--- src/rtl/seq_divider.sv ---
// -----------------------------------------------------------------------------
// seq_divider
//   Multi-cycle restoring divider producing quotient and remainder of
//   in1 / in2. It uses the same start/finish handshake as the shift-add
//   multiplier and feeds the modular-reduction step of the RSA datapath.
//
//   Handshake: start is sampled only in IDLE (busy==0). The accepting edge
//   latches in1/in2. finish is a one-cycle pulse; quot/rem/div_by_zero are
//   valid while it is high, and quot/rem then hold until the next
//   completion. A new start may be issued during the finish cycle.
//
//   Build option: define EARLY_EXIT_EN to skip the iteration loop when
//   in1 < in2. This makes timing data-dependent. The default build has
//   constant latency for every non-zero divisor.
//
// Parameters
//   W_DIVIDEND  dividend/quotient width and iteration count
//   W_DIVISOR   divisor/remainder width (must be <= W_DIVIDEND)
// Ports
//   clk          rising-edge clock
//   rst_n        asynchronous active-low reset
//   start        request, accepted only while idle
//   in1          dividend
//   in2          divisor
//   quot         registered quotient
//   rem          registered remainder
//   finish       one-cycle completion pulse
//   busy         high while iterating
//   div_by_zero  high together with finish when in2 was 0
//   dbg_state_o  current FSM state, for debug and checkers
// -----------------------------------------------------------------------------
module seq_divider #(
  parameter int W_DIVIDEND = 16,
  parameter int W_DIVISOR  = 8
) (
  input  logic                  clk,
  input  logic                  rst_n,
  input  logic                  start,
  input  logic [W_DIVIDEND-1:0] in1,
  input  logic [W_DIVISOR-1:0]  in2,
  output logic [W_DIVIDEND-1:0] quot,
  output logic [W_DIVISOR-1:0]  rem,
  output logic                  finish,
  output logic                  busy,
  output logic                  div_by_zero,
  output logic [1:0]            dbg_state_o
);

  localparam int CW = $clog2(W_DIVIDEND + 1);

  typedef enum logic [1:0] {
    S_IDLE  = 2'd0,
    S_CALC  = 2'd1,
    S_ZERO  = 2'd2,
    S_SHORT = 2'd3   // early-exit completion, reachable only with EARLY_EXIT_EN
  } state_t;

  state_t                  state_q;
  logic [W_DIVIDEND-1:0]   dvd_q;   // dividend bits still to consume; quotient bits shift in at LSB
  logic [W_DIVISOR-1:0]    dvs_q;
  logic [W_DIVISOR-1:0]    p_q;     // partial remainder, always < divisor between steps
  logic [CW-1:0]           cnt_q;
  logic [W_DIVIDEND-1:0]   quot_q;
  logic [W_DIVISOR-1:0]    rem_q;
  logic                    finish_q;
  logic                    busy_q;
  logic                    dbz_q;

  // One restoring step. The shifted partial remainder needs W_DIVISOR+1
  // bits. After a conditional subtract it is again below the divisor, so
  // only W_DIVISOR bits are kept.
  logic [W_DIVISOR:0]      p_shift;
  logic                    q_bit;
  logic [W_DIVISOR-1:0]    p_d;
  logic [W_DIVIDEND-1:0]   dvd_d;

  always_comb begin
    p_shift = {p_q, dvd_q[W_DIVIDEND-1]};
    q_bit   = (p_shift >= {1'b0, dvs_q});
    p_d     = p_shift[W_DIVISOR-1:0];
    if (q_bit) begin
      p_d = W_DIVISOR'(p_shift - {1'b0, dvs_q});
    end
    dvd_d   = {dvd_q[W_DIVIDEND-2:0], q_bit};
  end

  always_ff @(posedge clk or negedge rst_n) begin
    if (!rst_n) begin
      state_q  <= S_IDLE;
      dvd_q    <= '0;
      dvs_q    <= '0;
      p_q      <= '0;
      cnt_q    <= '0;
      quot_q   <= '0;
      rem_q    <= '0;
      finish_q <= 1'b0;
      busy_q   <= 1'b0;
      dbz_q    <= 1'b0;
    end else begin
      finish_q <= 1'b0;
      case (state_q)
        S_IDLE: begin
          if (start) begin
            dvd_q <= in1;
            dvs_q <= in2;
            p_q   <= '0;
            cnt_q <= CW'(W_DIVIDEND);
            dbz_q <= 1'b0;
            if (in2 == '0) begin
              state_q <= S_ZERO;
`ifdef EARLY_EXIT_EN
            end else if (in1 < {{(W_DIVIDEND-W_DIVISOR){1'b0}}, in2}) begin
              state_q <= S_SHORT;
`endif
            end else begin
              state_q <= S_CALC;
              busy_q  <= 1'b1;
            end
          end
        end
        S_CALC: begin
          dvd_q <= dvd_d;
          p_q   <= p_d;
          cnt_q <= cnt_q - CW'(1);
          if (cnt_q == CW'(1)) begin
            quot_q   <= dvd_d;
            rem_q    <= p_d;
            finish_q <= 1'b1;
            busy_q   <= 1'b0;
            state_q  <= S_IDLE;
          end
        end
        S_ZERO: begin
          quot_q   <= '1;
          rem_q    <= dvd_q[W_DIVISOR-1:0];
          dbz_q    <= 1'b1;
          finish_q <= 1'b1;
          state_q  <= S_IDLE;
        end
        S_SHORT: begin
          // in1 < in2, so the dividend itself fits the remainder width.
          quot_q   <= '0;
          rem_q    <= dvd_q[W_DIVISOR-1:0];
          finish_q <= 1'b1;
          state_q  <= S_IDLE;
        end
        default: state_q <= S_IDLE;
      endcase
    end
  end

  assign quot        = quot_q;
  assign rem         = rem_q;
  assign finish      = finish_q;
  assign busy        = busy_q;
  assign div_by_zero = dbz_q;
  assign dbg_state_o = state_q;

endmodule

--- config.mk ---
export PLATFORM = sky130hd
export DESIGN_NAME = seq_divider
export DESIGN_NICKNAME = d
export VERILOG_FILES = /design/src/rtl/seq_divider.sv
export SDC_FILE = /design/constraint.sdc
export NUM_CORES = 1
export LEC_CHECK = 0
export CAP_MARGIN = 5
export CORE_AREA = 8 8 94 96
export DETAILED_ROUTE_END_ITERATION = 16
export DIE_AREA = 0 0 102 104
export GPL_ROUTABILITY_DRIVEN = 0
export GPL_TIMING_DRIVEN = 0
export PLACE_DENSITY = 0.73
export SYNTH_ARGS = -nofsm -noshare
export SYNTH_HDL_FRONTEND = slang
export SYNTH_SLANG_ARGS = --single-unit
--- constraint.sdc ---
create_clock -name clk -period 2.78 [get_ports clk]
set_input_delay 0.834 -clock clk [delete_from_list [all_inputs] [get_ports clk]]
set_output_delay 0.834 -clock clk [all_outputs]
set_load 0.05 [all_outputs]
==> results.cfg, run 1 <==
[logic_synthesis]
synth-simple-area-share = 0.153
synth_edf_count = 0
yosys_most_used_dff = dfrtp_1
synthMuxAreaShare = 0.0221
synth-compound-area-share = 0.207
synthXorXnorAreaFrac = 0.0109
netlist_area_mm2 = 0.00322
synth.ff_latch_count = 66
synth_fa_ha_area_frac = 0.0451
seq_area_frac_synth = 0.513
synthesis.nets = 377
synthDistinctLibCells = 46
yosys_warnings = 0
syn_inst = 339
synthArstFlopShare = 1.00
post_synth.cell_area_avg_um2 = 9.50
synth_top_family_by_area = compound AO/OA/AOI/OAI gates

[routing]
ant_nets = 0
dr.pass1.iters = 5
vias_per_cell = 5.40
totalWireLength_mm = 8.29
drc = 0
vias = 2764
post_drt_wl_per_cell_um = 16.2
drt-initial-drc-count = 146

[timing]
post-route-period-util = 0.896
fin_skew_ns = 0.00870
clock.fmax_mhz = 401
fin_crit_ns = 2.49
finalHoldViolations = 0
relSlewSlack = 0.460
holdWs_ns = 0.485
tightest_slew_ns = 0.810
final.setup.tns_ns = 0
slew_violations = 0
setup_violations = 0
rsz0062_at_grt = false

[clock_tree]
cts_tree = yes
cts_resized = 0
cts_hold_buf = 0
postCtsSetupBuffers = 0
root_buffer = clkbuf_8
cts.htree.levels = 3
cts_buffers = 9
insertion_delay_ns = 0.34
cts.sinks = 66
clk_pin_slew_worst_paths_ns = 0.07
ctsLongestPathBuffers = 2

[critical_path]
critical-path-top-delay-family = buffers and inverters
critPathKind = flop to output pin
worst_r2r_startpoint = p_q[5]
worstPathArrival_ns = 1.66
worstPathBufferInverterCount = 1
critPathMaxFanout = 7
cp.required_ns = 1.95
cp-end-kind = output pin
crit_start = dbg_state_o[1]
startpoint_type = flop
max_stage_delay_ns = 0.86
r2r_setup_slack_ns = 0.46
crit_chain = clkdlybuf4s50_1
cpMaxStageDelayCell = clkdlybuf4s50_1

[layout]
n_antenna_cell = 0
fin_nets = 443
layout.cells.non_filler = 512
drive_gt1_frac = 0.0732
multi_input_area_mm2 = 0.00141
fin_area_mm2 = 0.00410
syn_to_final_growth_pct = 27.3
fin_util = 0.550
nFillCells = 704
ff_latch_area_mm2 = 0.00165

[hold_path]
hold_class = flop to flop
holdCritStartpoint = dvd_q[15]

[floorplan]
initial_core_util = 0.432
ioPinCount = 56
dieHeight_um = 104
die_w_um = 102
num_rows = 32
core-area_mm2 = 0.00745
die_area_mm2 = 0.0106

[global_routing]
antenna_found_initial = 0
grt_pass1_vias = 2830
grt_usage = 0.163
grt_pass1_wl_mm = 13.8
grt_max_degree = 67
grt_overflow = 0

[pwr]
ir_drop_mv = 0.414
p_leak_uw = 0.00177
power.density_mw_per_mm2 = 1440

[status]
status = finished clean

[job]
drv_cap = 0

[placement]
dpl.cell_count = 496
placed_area_mm2 = 0.00390
place_hpwl_mm = 6.12
io_buffers = 55
[through the flow]
stage / power [µW] / setup slack [ns]
floorplan: 4090 / 0.775
global placement: 4970 / -1.26
detailed placement: 5060 / 0.163
CTS: 5910 / 0.289
global route: 6300 / 0.214
finish: 5890 / 0.289
[worst paths after layout]
path                                  end  depth (start not counted)
max                        dbg_state_o[1]                          1
min                             dvd_q[15]                          2
max reg2reg                        rem[3]                          8
min reg2reg                     dvd_q[15]                          2
max in group asynchronous          rem[4]                          1
min in group asynchronous        dvs_q[4]                          1
[layer usage]
layer,up-vias,GRT usage,wire length [µm]
li1,1331,-,-
met4,0,0.0756,123
met1,1346,0.204,3570
met5,-,0,0
met3,9,0.0355,520
met2,78,0.260,4070
[cells in the final DEF (no fill, tap or decap), types with 3 or more instances in the layout]
master,instances
nor2_1,23
nand3_1,11
ha_1,10
a22oi_1,20
clkbuf_1,10
a21oi_1,23
dfrtp_1,66
a31oi_1,4
nor4_1,3
xnor2_1,3
clkdlybuf4s50_1,54
o21ai_0,49
inv_1,14
clkbuf_8,10
mux2i_1,6
nand2_1,57
buf_2,3
[report_power, final]
| group | switching [µW] | internal [µW] | total (µW) |
|---|---|---|---|
| clock | 385 | 440 | 825 |
| combinational | 2040 | 1270 | 3310 |
| sequential | 319 | 1440 | 1760 |
| total | 2750 | 3150 | 5890 |
[layout make-up]
type,count,area share
flip-flops and latches,66,0.403
multi-input cells,241,0.345
well taps,102,0.0311
repair buffers,55,0.134
clock inverters,6,0.0159
clock buffers,10,0.0336
inverters,14,0.0128
plain buffers,18,0.0253
[state kept, by name, summed over array words and instances, names as in the netlist, 2 cells and up]
| name | flops |
|---|---|
| p_q | 8 |
| dvd_q | 16 |
| dvs_q | 8 |
| rem | 8 |
| dbg_state_o | 2 |
| quot | 16 |
| cnt_q | 5 |
[cell families after synthesis]
group | after synthesis
fa+ha+maj | 11
simple gates | 109
flops | 66
compound gates | 110
mux | 7
xor+xnor | 4
buf+inv | 32
[synth_stat cells (2+ instances only)]
library cell,instances,area [µm²]
a211oi_1,2,15.0
a22oi_1,20,150
nor4_1,3,18.8
a21o_1,2,15.0
buf_6,2,22.5
xnor2_1,3,26.3
mux2i_1,6,60.1
ha_1,10,125
nand3_1,11,55.1
nor4b_1,2,17.5
inv_1,14,52.6
o21ai_0,49,245
nand4_1,2,12.5
dfrtp_1,66,1650
a21oi_1,23,115
nor3b_1,2,15.0
nor2_1,23,86.3
clkbuf_1,10,37.5
a31oi_1,4,25.0
nand2_1,57,214
buf_2,3,15.0
Power figures use the tool's default switching activity.
==> run 2, diff against run 1 <==
- RECOVER_POWER: unset -> 100
==> run 2 against run 1 <==
Net effect: the flow now finishes with violations (max-capacitance violations, max-slew violations); total power shrank 2.1%; highest routed layer unchanged; via count is 0.14% higher; largest cell class unchanged; non-clock buffer count did not move; register-to-register slack got worse by 0.12 ns; hold slack is essentially flat.
==> results.cfg, run 2 (synthesized netlist as in run 1, its figures left out) <==
[critical_path]
crit_chain = dlygate4sd3_1
critPathKind = flop to output pin
max_stage_delay_ns = 0.92
critical-path-top-delay-family = buffers and inverters
timing.rr.end = rem[3]
r2r_setup_slack_ns = 0.34
startpoint_type = flop
worst_r2r_startpoint = dvs_q[1]
worstPathBufferInverterCount = 1
reg2reg_depth = 9
critPathMaxFanout = 7
cpMaxStageDelayCell = dlygate4sd3_1
cp.required_ns = 1.95
cp-end-kind = output pin
worstPathArrival_ns = 1.72

[status]
violations = max-capacitance violations, max-slew violations
status = finished, violations left

[clock_tree]
cts_resized = 0
root_buffer = clkbuf_8
postCtsSetupBuffers = 0
cts_buffers = 9
cts.htree.levels = 3
cts.sinks = 66
insertion_delay_ns = 0.35
cts_tree = yes
cts_hold_buf = 0
clk_pin_slew_worst_paths_ns = 0.07
ctsLongestPathBuffers = 2

[global_routing]
grt_usage = 0.163
grtUsageMet1 = 0.204
grt_overflow = 0
top_usage_layer = met2
grtUsageMet2 = 0.260
grt_pass1_wl_mm = 13.8
antenna_found_initial = 0
grt_max_degree = 67
met3_usage = 0.0355
grt_pass1_vias = 2830

[layout]
n_antenna_cell = 0
nFillCells = 708
multi_input_area_mm2 = 0.00140
ff_latch_area_mm2 = 0.00165
fin_nets = 443
layout_common_cells = dfrtp_1, nand2_1, o21ai_0
final_common_cell = dfrtp_1
drive_gt1_frac = 0.0561
syn_to_final_growth_pct = 26.5
fin_area_mm2 = 0.00407

[routing]
totalWireLength_mm = 8.29
vias = 2768
vias_per_cell = 5.41
drc = 0
post_drt_wl_per_cell_um = 16.2
ant_nets = 0
dr.pass1.iters = 4
drt-initial-drc-count = 138

[floorplan]
dieHeight_um = 104
core-area_mm2 = 0.00745
ioPinCount = 56
initial_core_util = 0.432
die_w_um = 102
die_area_mm2 = 0.0106
num_rows = 32

[timing]
setup_slack_ns = 0.221
clock.fmax_mhz = 391
relSlewSlack = -0.0787
rsz0062_at_grt = false
setup_violations = 0
slew_violations = 67
tightest_slew_ns = 1.62
fin_crit_ns = 2.56
fin_skew_ns = 0.00963
holdWs_ns = 0.485
final.setup.tns_ns = 0
finalHoldViolations = 0
post-route-period-util = 0.920

[pwr]
p_leak_uw = 0.00177
power.density_mw_per_mm2 = 1420
ir_drop_mv = 0.412

[placement]
place_hpwl_mm = 6.12
placed_area_mm2 = 0.00390
pre_cts_slack_ns = 0.163
io_buffers = 55

[job]
drv_cap = 1

[hold_path]
hold_depth = 2
worstHoldEndpoint = dvd_q[15]
hold_class = flop to flop
holdCritStartpoint = dvd_q[15]
## run 2: where the power goes
group / internal [µW] / leakage (µW) / switching [µW]
sequential: 1440 / 0.000790 / 309
clock: 440 / 0.000103 / 385
combinational: 1170 / 0.000876 / 2030
## run 2: worst max-delay path by stage
stage / end / depth (start not counted) / from / slack (ns)
after global routing: quot[14] / 8 / cnt_q[1] / 0.16
after detailed placement: dvd_q[12] / 7 / start / 0.16
after CTS: dbg_state_o[1] / 1 / dbg_state_o[1] / 0.29
after global placement: quot[5] / 1 / rst_n / -1.26
after floorplan: rem[6] / 10 / dvd_q[15] / 0.77
final: dbg_state_o[1] / 1 / dbg_state_o[1] / 0.22
## run 2: worst reg2reg max path, stage by stage (launching register included)
cell      delay (ns)
dfrtp_1         0.36
inv_1           0.14
ha_1            0.28
nor2b_1         0.15
o211ai_1        0.30
a31oi_4         0.12
a21oi_1         0.26
buf_6           0.20
mux2i_1         0.35
a22oi_1         0.14
## run 2: final cells by class
cell class              count  area share
flip-flops and latches     66       0.405
multi-input cells         241       0.343
well taps                 102      0.0313
clock buffers              10      0.0338
clock inverters             6      0.0160
repair buffers             55       0.134
plain buffers              18      0.0240
inverters                  14      0.0129
## run 2: per-layer routing
metal / vias up / wire length (µm)
met5: - / 0
met4: 0 / 174
met3: 15 / 491
met2: 72 / 4060
met1: 1347 / 3570
li1: 1334 / -
## run 2: through the flow
step	power [µW]	utilization	cells
floorplan	4090	-	339
global placement	4970	0.524	496
detailed placement	5060	0.523	496
CTS	5910	0.550	512
global route	6170	0.547	512
finish	5770	0.547	512
==> run 3, diff against run 2 <==
- SLEW_MARGIN: unset -> 20
==> run 3 against run 2 <==
Net effect: the run now ends clean; die area unchanged; total power up 1.0%; non-clock buffer count up 1; combinational power down 1%.
==> results.cfg, run 3 (synthesized netlist as in run 1, its figures left out) <==
[pwr]
intPower_uw = 3130
p_clk_frac = 0.157
p_seq_frac = 0.301
p_sw_uw = 2700
power.total_uw = 5830
comb_power_share = 0.542
p_leak_uw = 0.00179
ir_drop_mv = 0.446
power.density_mw_per_mm2 = 1420
p_sw_frac = 0.463

[timing]
tightest_slew_ns = 1.32
fin_crit_ns = 2.56
relSlewSlack = 0.122
setup_violations = 0
finalHoldViolations = 0
holdWs_ns = 0.489
clock.fmax_mhz = 391
post-route-period-util = 0.920
fin_skew_ns = 0.0115
rsz0062_at_grt = false
slew_violations = 0

[clock_tree]
clk_pin_slew_worst_paths_ns = 0.07
cts_hold_buf = 0
cts_tree = yes
cts_resized = 0
root_buffer = clkbuf_8
ctsLongestPathBuffers = 2
cts.sinks = 66
cts.htree.levels = 3
cts_buffers = 9
insertion_delay_ns = 0.34
postCtsSetupBuffers = 0

[global_routing]
grt_usage = 0.165
grt_pass1_wl_mm = 13.9
antenna_found_initial = 0
grt_max_degree = 44
grt_pass1_vias = 2793
grt_overflow = 0

[floorplan]
die_w_um = 102
core-area_mm2 = 0.00745
dieHeight_um = 104
die_area_mm2 = 0.0106
initial_core_util = 0.432
num_rows = 32
ioPinCount = 56

[critical_path]
worst_r2r_startpoint = p_q[5]
cp-end-kind = output pin
worstPathBufferInverterCount = 1
r2r_setup_slack_ns = 0.28
critical-path-top-delay-family = buffers and inverters
startpoint_type = flop
cp.required_ns = 1.95
crit_start = dbg_state_o[1]
critPathMaxFanout = 7
max_stage_delay_ns = 0.93
cpMaxStageDelayCell = dlygate4sd3_1
critPathKind = flop to output pin
worstPathArrival_ns = 1.72
crit_chain = dlygate4sd3_1

[routing]
vias_per_cell = 5.46
drt-initial-drc-count = 146
ant_nets = 0
dr.pass1.iters = 4
totalWireLength_mm = 8.37
vias = 2800
post_drt_wl_per_cell_um = 16.3
drc = 0

[job]
drv_cap = 0

[layout]
layout_common_cells = dfrtp_1, nand2_1, o21ai_0
final_common_cell = dfrtp_1
syn_to_final_growth_pct = 27.6
n_antenna_cell = 0
fin_nets = 444
layout.cells.non_filler = 513
drive_gt1_frac = 0.0584
nFillCells = 701
fin_area_mm2 = 0.00411

[placement]
placed_area_mm2 = 0.00392
dpl.cell_count = 497
place_hpwl_mm = 6.22
io_buffers = 55

[status]
status = finished clean

[hold_path]
holdCritStartpoint = dvd_q[15]
hold_class = flop to flop
==> run 3: cell count changes in the layout (fill, tap and decap cells not counted) <==
cell / change
o211ai_1: -1
inv_6: -1
a31oi_4: -1
clkinv_4: +1
clkbuf_1: +1
buf_12: +1
nor2b_4: +1
buf_6: -1
clkinv_2: -1
nor2b_1: -1
o211ai_2: +1
a31oi_1: +1
bufinv_16: +1
==> run 3: final timing paths <==
check	end	cells after the start
worst min register to register	dvd_q[15]	2
worst max register to register	rem[1]	8
max in group asynchronous	rem[2]	2
worst min-delay path	dvd_q[15]	2
min in group asynchronous	dvd_q[11]	1
worst max-delay path	dbg_state_o[1]	1
==> run 3: metrics by stage <==
step / setup WS (ns) / setup TNS, ns / util
final: 0.221 / 0 / 0.552
after global routing: 0.110 / 0 / 0.552
after CTS: 0.283 / 0 / 0.556
after detailed placement: 0.137 / 0 / 0.526
after global placement: -1.26 / -83.13 / 0.524
after floorplan: 0.775 / 0 / -
==> run 3: worst reg2reg max path: cells and delay by family, from the launching register on <==
family	cells	cell delay, ns
AO/OA/AOI/OAI	4	0.82
adder cells (fa/ha/maj)	1	0.36
flip-flops	1	0.40
multiplexers	1	0.37
AND/OR/NAND/NOR	1	0.10
buffers and inverters	1	0.32
==> run 3: power groups by stage <==
stage               Combinational (µW)  Sequential [µW]  Clock, µW
CTS                               3310             1760        925
finish                            3160             1750        917
global placement                  3210             1760          0
global route                      3460             1820        965
detailed placement                3290             1770          0
floorplan                         1740             2350          0
==> run 3: layout make-up <==
cell class                 count  area, µm²  area share
timing repair buffer          56        564       0.137
inverter                      14       52.6      0.0128
clock inverter                 6       90.1      0.0219
buffer                        18       91.3      0.0222
tap                          102        128      0.0311
multi-input combinational    241       1390       0.339
sequential                    66       1650       0.402
clock buffer                  10        138      0.0335
==> run 3: metal layers <==
layer,GRT usage,vias to the layer above,part of all wire
li1,-,1332,-
met1,0.213,1393,0.44
met2,0.260,64,0.49
met3,0.0335,11,0.055
met4,0.0661,0,0.016
met5,0,-,0
